**config.mk**
```make
export PLATFORM = sky130hd
export DESIGN_NAME = updi_uart_tx
export DESIGN_NICKNAME = d
export VERILOG_FILES = /design/src/rtl/updi_uart_tx.sv
export SDC_FILE = /design/constraint.sdc
export NUM_CORES = 1
export LEC_CHECK = 0
export BUFFER_PORTS_ARGS = -buffer_cell sky130_fd_sc_hd__buf_2
export CAP_MARGIN = 20
export CELL_PAD_IN_SITES_DETAIL_PLACEMENT = 0
export CELL_PAD_IN_SITES_GLOBAL_PLACEMENT = 1
export CORE_MARGIN = 10
export CORE_UTILIZATION = 35
export CTS_CLUSTER_SIZE = 28
export DETAILED_ROUTE_END_ITERATION = 12
export PLACE_DENSITY = 0.7
export SETUP_SLACK_MARGIN = 0.2
export SLEW_MARGIN = 25
export SYNTH_ARGS = -nofsm -noshare
export SYNTH_HDL_FRONTEND = slang
export SYNTH_SLANG_ARGS = --single-unit
```
**constraint.sdc**
```tcl
create_clock -name clk -period 3.2 [get_ports clk]
set_input_delay 0.64 -clock clk [delete_from_list [all_inputs] [get_ports clk]]
set_output_delay 0.64 -clock clk [all_outputs]
set_load 0.02 [all_outputs]
```
**src/rtl/updi_uart_tx.sv**
```systemverilog
// updi_uart_tx
// Bit-level UPDI transmitter. Pops bytes from a show-ahead TX FIFO and
// serialises them as 8E2 frames (start, 8 data bits LSB first, even parity,
// two stop bits) on the single-wire UPDI line. Also produces a BREAK (line
// held low for BREAK_BITS bit times followed by two stop bits) on request.
// The pad enable is dropped whenever the sequencer is idle so the open-drain
// pad releases the line to its pull-up between frames.
//
// Timing: the pop strobe, busy and the sequencer state update on the same
// edge. The line register follows the sequencer one cycle later, so the line
// goes low the cycle after the pop strobe. frame_done is aligned with the
// line: it pulses in the first released cycle after the last stop bit.
module updi_uart_tx #(
  parameter int CLKS_PER_BIT = 16,
  parameter int BREAK_BITS   = 24,
  parameter int CNT_W        = $clog2(CLKS_PER_BIT*BREAK_BITS+1)
) (
  input  logic       clk,
  input  logic       rst_n,
  input  logic [7:0] uart_tx_fifo_data,
  input  logic       uart_tx_fifo_empty,
  output logic       uart_tx_fifo_rd_en,
  input  logic       break_req,
  output logic       updi_tx,
  output logic       updi_oe,
  output logic       busy,
  output logic       frame_done
);

  typedef enum logic [2:0] {
    S_IDLE   = 3'd0,
    S_START  = 3'd1,
    S_DATA   = 3'd2,
    S_PARITY = 3'd3,
    S_STOP   = 3'd4,
    S_BRK    = 3'd5
  } state_t;

  // Counter reload values: the counter runs down to zero, so a load of N-1
  // gives a state that lasts exactly N cycles.
  localparam logic [CNT_W-1:0] BIT_LOAD  = CNT_W'(CLKS_PER_BIT - 1);
  localparam logic [CNT_W-1:0] STOP_LOAD = CNT_W'(2*CLKS_PER_BIT - 1);
  localparam logic [CNT_W-1:0] BRK_LOAD  = CNT_W'(BREAK_BITS*CLKS_PER_BIT - 1);
  localparam logic [CNT_W-1:0] CNT_ZERO  = {CNT_W{1'b0}};
  localparam logic [CNT_W-1:0] CNT_ONE   = CNT_W'(1);

  // Even parity bit: makes the total count of ones over data + parity even.
  function automatic logic f_even_parity(input logic [7:0] d);
    f_even_parity = ^d;
  endfunction

  state_t           r_state;
  logic [CNT_W-1:0] r_cnt;
  logic [2:0]       r_idx;
  logic [7:0]       r_shift;
  logic             r_par;
  logic             r_pend;
  logic             r_rd_en;
  logic             r_busy;
  logic             r_done;
  logic             r_done_d;
  logic             r_tx;
  logic             r_oe;

  logic             w_tick;
  logic [CNT_W-1:0] w_cnt_dec;

  assign w_tick    = (r_cnt == CNT_ZERO);
  assign w_cnt_dec = r_cnt - CNT_ONE;

  // Sequencer: state, bit timing, shift register, BREAK pending flag and status strobes
  always_ff @(posedge clk or negedge rst_n) begin
    if (!rst_n) begin
      r_state <= S_IDLE;
      r_cnt   <= CNT_ZERO;
      r_idx   <= 3'd0;
      r_shift <= 8'h00;
      r_par   <= 1'b0;
      r_pend  <= 1'b0;
      r_rd_en <= 1'b0;
      r_busy  <= 1'b0;
      r_done  <= 1'b0;
    end else begin
      r_rd_en <= 1'b0;
      r_done  <= 1'b0;
      r_busy  <= 1'b1;
      // A request arriving mid-frame is remembered; repeats are absorbed.
      r_pend  <= r_pend | break_req;
      case (r_state)
        S_IDLE: begin
          if (r_pend || break_req) begin
            // BREAK wins over a waiting byte; the byte is not popped.
            r_state <= S_BRK;
            r_cnt   <= BRK_LOAD;
            r_pend  <= 1'b0;
          end else if (!uart_tx_fifo_empty) begin
            r_rd_en <= 1'b1;
            r_shift <= uart_tx_fifo_data;
            r_par   <= f_even_parity(uart_tx_fifo_data);
            r_idx   <= 3'd0;
            r_state <= S_START;
            r_cnt   <= BIT_LOAD;
          end else begin
            r_busy  <= 1'b0;
          end
        end
        S_START: begin
          if (w_tick) begin
            r_state <= S_DATA;
            r_cnt   <= BIT_LOAD;
          end else begin
            r_cnt   <= w_cnt_dec;
          end
        end
        S_DATA: begin
          if (w_tick) begin
            r_shift <= {1'b0, r_shift[7:1]};
            r_cnt   <= BIT_LOAD;
            if (r_idx == 3'd7) begin
              r_state <= S_PARITY;
            end else begin
              r_idx   <= r_idx + 3'd1;
            end
          end else begin
            r_cnt   <= w_cnt_dec;
          end
        end
        S_PARITY: begin
          if (w_tick) begin
            r_state <= S_STOP;
            r_cnt   <= STOP_LOAD;
          end else begin
            r_cnt   <= w_cnt_dec;
          end
        end
        S_BRK: begin
          if (w_tick) begin
            r_state <= S_STOP;
            r_cnt   <= STOP_LOAD;
          end else begin
            r_cnt   <= w_cnt_dec;
          end
        end
        S_STOP: begin
          if (w_tick) begin
            r_state <= S_IDLE;
            r_done  <= 1'b1;
            r_busy  <= r_pend | break_req;
          end else begin
            r_cnt   <= w_cnt_dec;
          end
        end
        default: begin
          r_state <= S_IDLE;
          r_cnt   <= CNT_ZERO;
          r_busy  <= r_pend | break_req;
        end
      endcase
    end
  end

  // Line driver: follows the sequencer one cycle behind so every state's full bit time appears on the pad
  always_ff @(posedge clk or negedge rst_n) begin
    if (!rst_n) begin
      r_tx     <= 1'b1;
      r_oe     <= 1'b0;
      r_done_d <= 1'b0;
    end else begin
      r_done_d <= r_done;
      case (r_state)
        S_IDLE: begin
          r_tx <= 1'b1;
          r_oe <= 1'b0;
        end
        S_START: begin
          r_tx <= 1'b0;
          r_oe <= 1'b1;
        end
        S_DATA: begin
          r_tx <= r_shift[0];
          r_oe <= 1'b1;
        end
        S_PARITY: begin
          r_tx <= r_par;
          r_oe <= 1'b1;
        end
        S_STOP: begin
          r_tx <= 1'b1;
          r_oe <= 1'b1;
        end
        S_BRK: begin
          r_tx <= 1'b0;
          r_oe <= 1'b1;
        end
        default: begin
          r_tx <= 1'b1;
          r_oe <= 1'b0;
        end
      endcase
    end
  end

  assign uart_tx_fifo_rd_en = r_rd_en;
  assign updi_tx            = r_tx;
  assign updi_oe            = r_oe;
  assign busy               = r_busy;
  assign frame_done         = r_done_d;

endmodule
```
* After elaboration in Yosys (flattened, before gate mapping)
Index checks and enable logic that the tools add are counted.
** Operators by class
- Multipliers :: 0
- Reductions and logical operators :: 15
- Add/subtract/negate cells :: 2
- Bitwise operators :: 3
- $lt $le $gt $ge :: 0
- Eq/ne operators :: 16
- Div/mod/pow operators :: 0
- Shift operators :: 0
- Muxes and demuxes :: 35
** Operators by type and width (count)
- $mux W9 :: 5
- $pmux W9 S4 :: 1
- $mux W3 :: 11
- $mux W8 :: 3
- $ne A2 B2 Y1 const B :: 8
- $pmux W8 S2 :: 1
- $pmux W3 S5 :: 1
- $mux W1 :: 10
- $eq A3 B3 Y1 const B :: 3
- $logic_not A9 Y1 :: 1
- $sub A9 B1 Y9 const B :: 1
- $reduce_xor A8 Y1 :: 1
- $eq A3 B2 Y1 const B :: 2
- $pmux W1 S3 :: 2
- $pmux W3 S2 :: 1
- $reduce_and A6 Y1 :: 1
- $reduce_or A2 Y1 :: 3
- $reduce_and A5 Y1 :: 1
- $reduce_or A5 Y1 :: 1
- $reduce_and A4 Y1 :: 1
- $reduce_or A4 Y1 :: 1
- $add A3 B1 Y3 const B :: 1
- $eq A3 B1 Y1 const B :: 1
- $logic_not A3 Y1 :: 1
- other kinds (8) :: 9
** Word-level totals
- Memories kept :: 0
- Memory bits (read-only) :: 0
- Output and inout port bits :: 5
- Bits in latches :: 0
- Word-level logic and storage cells :: 83
- Memory bits (writable) :: 0
- Input bits :: 12
- Bits in registers :: 31

* Longest topological paths before layout
- Depth after elaboration :: 4
- Depth in mapped cells :: 7
- Depth with buffers taken out :: 6

* Worst setup path after synthesis
OpenSTA, ideal clock, no wires.
- Kind :: register -> register
- From :: register r_cnt[0]
- To :: register r_idx[0]
- Path buffers :: 1
- Library setup time :: 0.125 ns
- Clock period less this slack :: 2.235 ns
- Arrival :: 2.110 ns
- Data required time :: 3.075 ns
- Stages on the path, launching flop included :: 8
- Setup slack :: 0.965 ns
- Cells stage by stage :: dfrtp_1 inv_1 ha_1 or3b_2 buf_1 nor4_1 o21a_1 mux2_2
** Between the ends
- Word-level cells in the longest chain between the ends :: 3
** RTL lines
- start, declared :: RTL line 53 : logic [CNT_W-1:0] r_cnt;
- start signal, assigned :: RTL line 112 : r_cnt <= w_cnt_dec;
- start signal, assigned :: RTL line 125 : r_cnt <= w_cnt_dec;
- start signal, assigned :: RTL line 133 : r_cnt <= w_cnt_dec;
- $logic_not A9 Y1 :: RTL line 68 : assign w_tick = (r_cnt == CNT_ZERO);
- $ne A2 B2 Y1 (no line)
- $reduce_and A5 Y1 (no line)
- end signal, assigned :: RTL line 122 : r_idx <= r_idx + 3'd1;
- end, declared :: RTL line 54 : logic [2:0] r_idx;
Every way passes these cells.
A chain may end at the register's enable or synchronous reset.

* Final worst setup path
- From :: register r_cnt[0]
- To :: register r_shift[5]
** Between the ends
- Word-level cells in the longest chain between the ends :: 3
** RTL lines
- $logic_not A9 Y1 :: RTL line 68
- $ne A2 B2 Y1 (no line)
- $reduce_and A4 Y1 (no line)
- end signal, assigned :: RTL line 98 : r_shift <= uart_tx_fifo_data;
- end signal, assigned :: RTL line 117 : r_shift <= {1'b0, r_shift[7:1]};
- end, declared :: RTL line 55 : logic [7:0] r_shift;
Every way passes these cells.

==> out/metrics.yaml <==
worst_setup_path:
  reg2reg_depth: 6
  worst_ep_arrival_time_ns: 2.59
  cp-end-kind: "flip-flop"
  cp.required_ns: 3.36
  cp-endpoint: "r_shift[5]"
  critPathKind: "reg2reg"
  r2r_slack_ns: 0.77
  critPathLaunchType: "flip-flop"
  crit_fanout: 14
  rr_endpoint: "r_shift[5]"
  timing.rr.start: "r_cnt[0]"
  startpoint: "r_cnt[0]"
finish:
  layout_common_cells: "dfrtp_1 (30), mux2_2 (17), buf_2 (16), nor2_1 (12), o21ai_0 (10)"
  nFillCells: 529
  final_common_cell: "dfrtp_1"
  nNetsFinal: 213
  area_growth_syn_to_layout_pct: 11.2
  final_core_util: 0.405
  antenna_cells: 0
  drive_above_1_share: 0.266
sta:
  finalSetupTns_ns: 0
  fmax_mhz: 412
  finalHoldViolations: 0
  slew_violations: 0
  setup_viol: 0
  worst_pin_slew_ns: 0.690
  skew_ns: 0.00486
  relSlewSlack: 0.540
  rsz0062_at_grt: "false"
  layout_min_cycle_time_ns: 2.43
  finalCritPeriodShare: 0.758
yosys:
  synthDistinctLibCells: 52
  ys_ff_latch: 31
  post-synth-top-area-cell: "dfrtp_1"
  ys_top_cells_by_area: "dfrtp_1 (40%), mux2_2 (10%), xnor2_1 (4.2%)"
  netlist.area_leader.share: 0.398
  async_reset_ff_frac: 1.00
  synth_edf_count: 0
  synth_area_mm2: 0.00189
  synthCells: 183
  synth-main-ff-cell: "dfrtp_1"
  ys_warn_count: 0
  ys_seq_area_frac: 0.412
  synth_nets: 198
  syn_area_per_cell_um2: 10.3
global_routing:
  grt_pass1_wl_mm: 7.81
  overflow: 0
  grt_max_degree: 32
  grt_usage: 0.109
  antenna_found_initial: 0
  grt_pass1_vias: 1579
drt:
  vias: 1503
  drc_errors: 0
  wl_per_cell_um: 16.4
  vias_per_cell: 5.59
  drt_wl_total_mm: 4.42
  dr.first_iter.drc_count: 134
  ant_nets: 0
  dr.pass1.iters: 4
die:
  io_pins: 17
  die_area_mm2: 0.00872
  dieWidth_um: 93.4
  row_count: 26
  die_h_um: 93.4
  core_area_mm2: 0.00517
  initial_utilization: 0.365
clock_tree:
  cts_resized: 0
  cts_tree: "done"
  worstSkewPairLatency_ns: 0.28
  cts_buffer_depth: 2
  cts_inserted_buffers: 5
  clk_pin_slew_worst_paths_ns: 0.07
  numClockSinks: 31
  cts_hold_buf: 0
  cts_root_buffer: "clkbuf_8"
  cts_setup_buffers: 0
  h-tree-depth: 2
power_and_ir_drop:
  peakVddDrop_mv: 0.310
  leakagePower_nw: 0.883
  p_per_area_mw_per_mm2: 614
flow_run:
  maxCapViolations: 0
min_path:
  hold_class: "reg2reg"
placed_design:
  dp.final_hpwl_mm: 3.18
  portBuffers: 16
  routabilityCongestion: 0.852
outcome:
  status: "completed"
-- report_power, final --
group	switching, mW	internal, mW
Sequential	0.141	0.471
Combinational	0.199	0.177
Clock	0.146	0.153
Total	0.486	0.801
-- layout make-up --
type | instances | area, um2 | area share
repair buffers | 18 | 95.1 | 0.0453
multi-input cells | 137 | 1040 | 0.495
clock buffers | 7 | 76.3 | 0.0364
clock inverters | 1 | 5.00 | 0.00239
flip-flops and latches | 31 | 777 | 0.371
well taps | 70 | 87.6 | 0.0418
inverters | 5 | 18.8 | 0.00895
-- metrics by stage --
step           hold WS [ns]  instance area (um2)  worst slack, ns  power [mW]  instances
3_3_place_gp          0.336                 2020            0.820       0.998        261
2_1_floorplan         0.331                 1890            0.965       0.896        183
5_1_grt               0.361                 2100            0.558        1.38        269
4_1_cts               0.353                 2100            0.763        1.29        269
6_report              0.351                 2100            0.773        1.29        269
3_5_place_dp          0.338                 2020            0.776       0.991        261
-- logic make-up after synthesis --
family | count (synthesis) | synth area share
muxes | 18 | 0.107
DFF | 31 | 0.412
xor gates and xnor gates | 9 | 0.0418
AOI/OAI and AO/OA | 48 | 0.184
adders and majority gates | 3 | 0.0199
and+or+nand+nor | 59 | 0.198
buffers and inverters | 15 | 0.0378
-- registers in the layout, indices dropped and copies added, names as in the netlist --
signal / cells
r_cnt: 9
r_par: 1
r_pend: 1
r_done: 1
r_state: 3
r_idx: 3
busy: 1
r_shift: 8
updi_oe: 1
frame_done: 1
uart_tx_fifo_rd_en: 1
updi_tx: 1
-- metal layers --
layer	GRT usage	part of all wire
met4	0.0411	0.018
met1	0.138	0.46
met5	0	0
met3	0.0352	0.066
met2	0.168	0.46
-- worst min-delay path by stage --
stage	from	end	depth (start not counted)
3_5_place_dp	r_done	frame_done	0
4_1_cts	r_done	frame_done	0
5_1_grt	r_done	frame_done	0
3_3_place_gp	r_done	frame_done	0
6_report	r_done	frame_done	0
2_1_floorplan	r_done	frame_done	0
-- cells in the mapped netlist, types with 2 or more instances --
master	count
nor4_1	6
nor3_1	3
xnor2_1	9
o211ai_1	3
a31oi_1	3
mux2_2	17
inv_1	5
a211oi_1	4
nor3_2	2
nand2b_1	6
dfrtp_1	30
o22ai_1	3
nor2b_1	2
a2bb2oi_1	2
or4_4	2
nand3_1	3
nand2_1	5
or4_1	3
nor3b_1	2
o21a_1	2
o2bb2ai_1	2
nor2_1	12
and3_1	4
or3b_2	2
buf_6	2
ha_1	3
a21oi_1	4
o21ai_0	10
a311oi_1	3
clkbuf_1	7
-- worst max-delay path, cell delays in order (launching register included) --
cell     delay [ns]
dfrtp_1        0.38
inv_1          0.10
ha_1           0.21
or3b_2         0.63
nor3_2         0.36
a31oi_2        0.29
mux2_2         0.34
(Power assumes the default switching activity.)
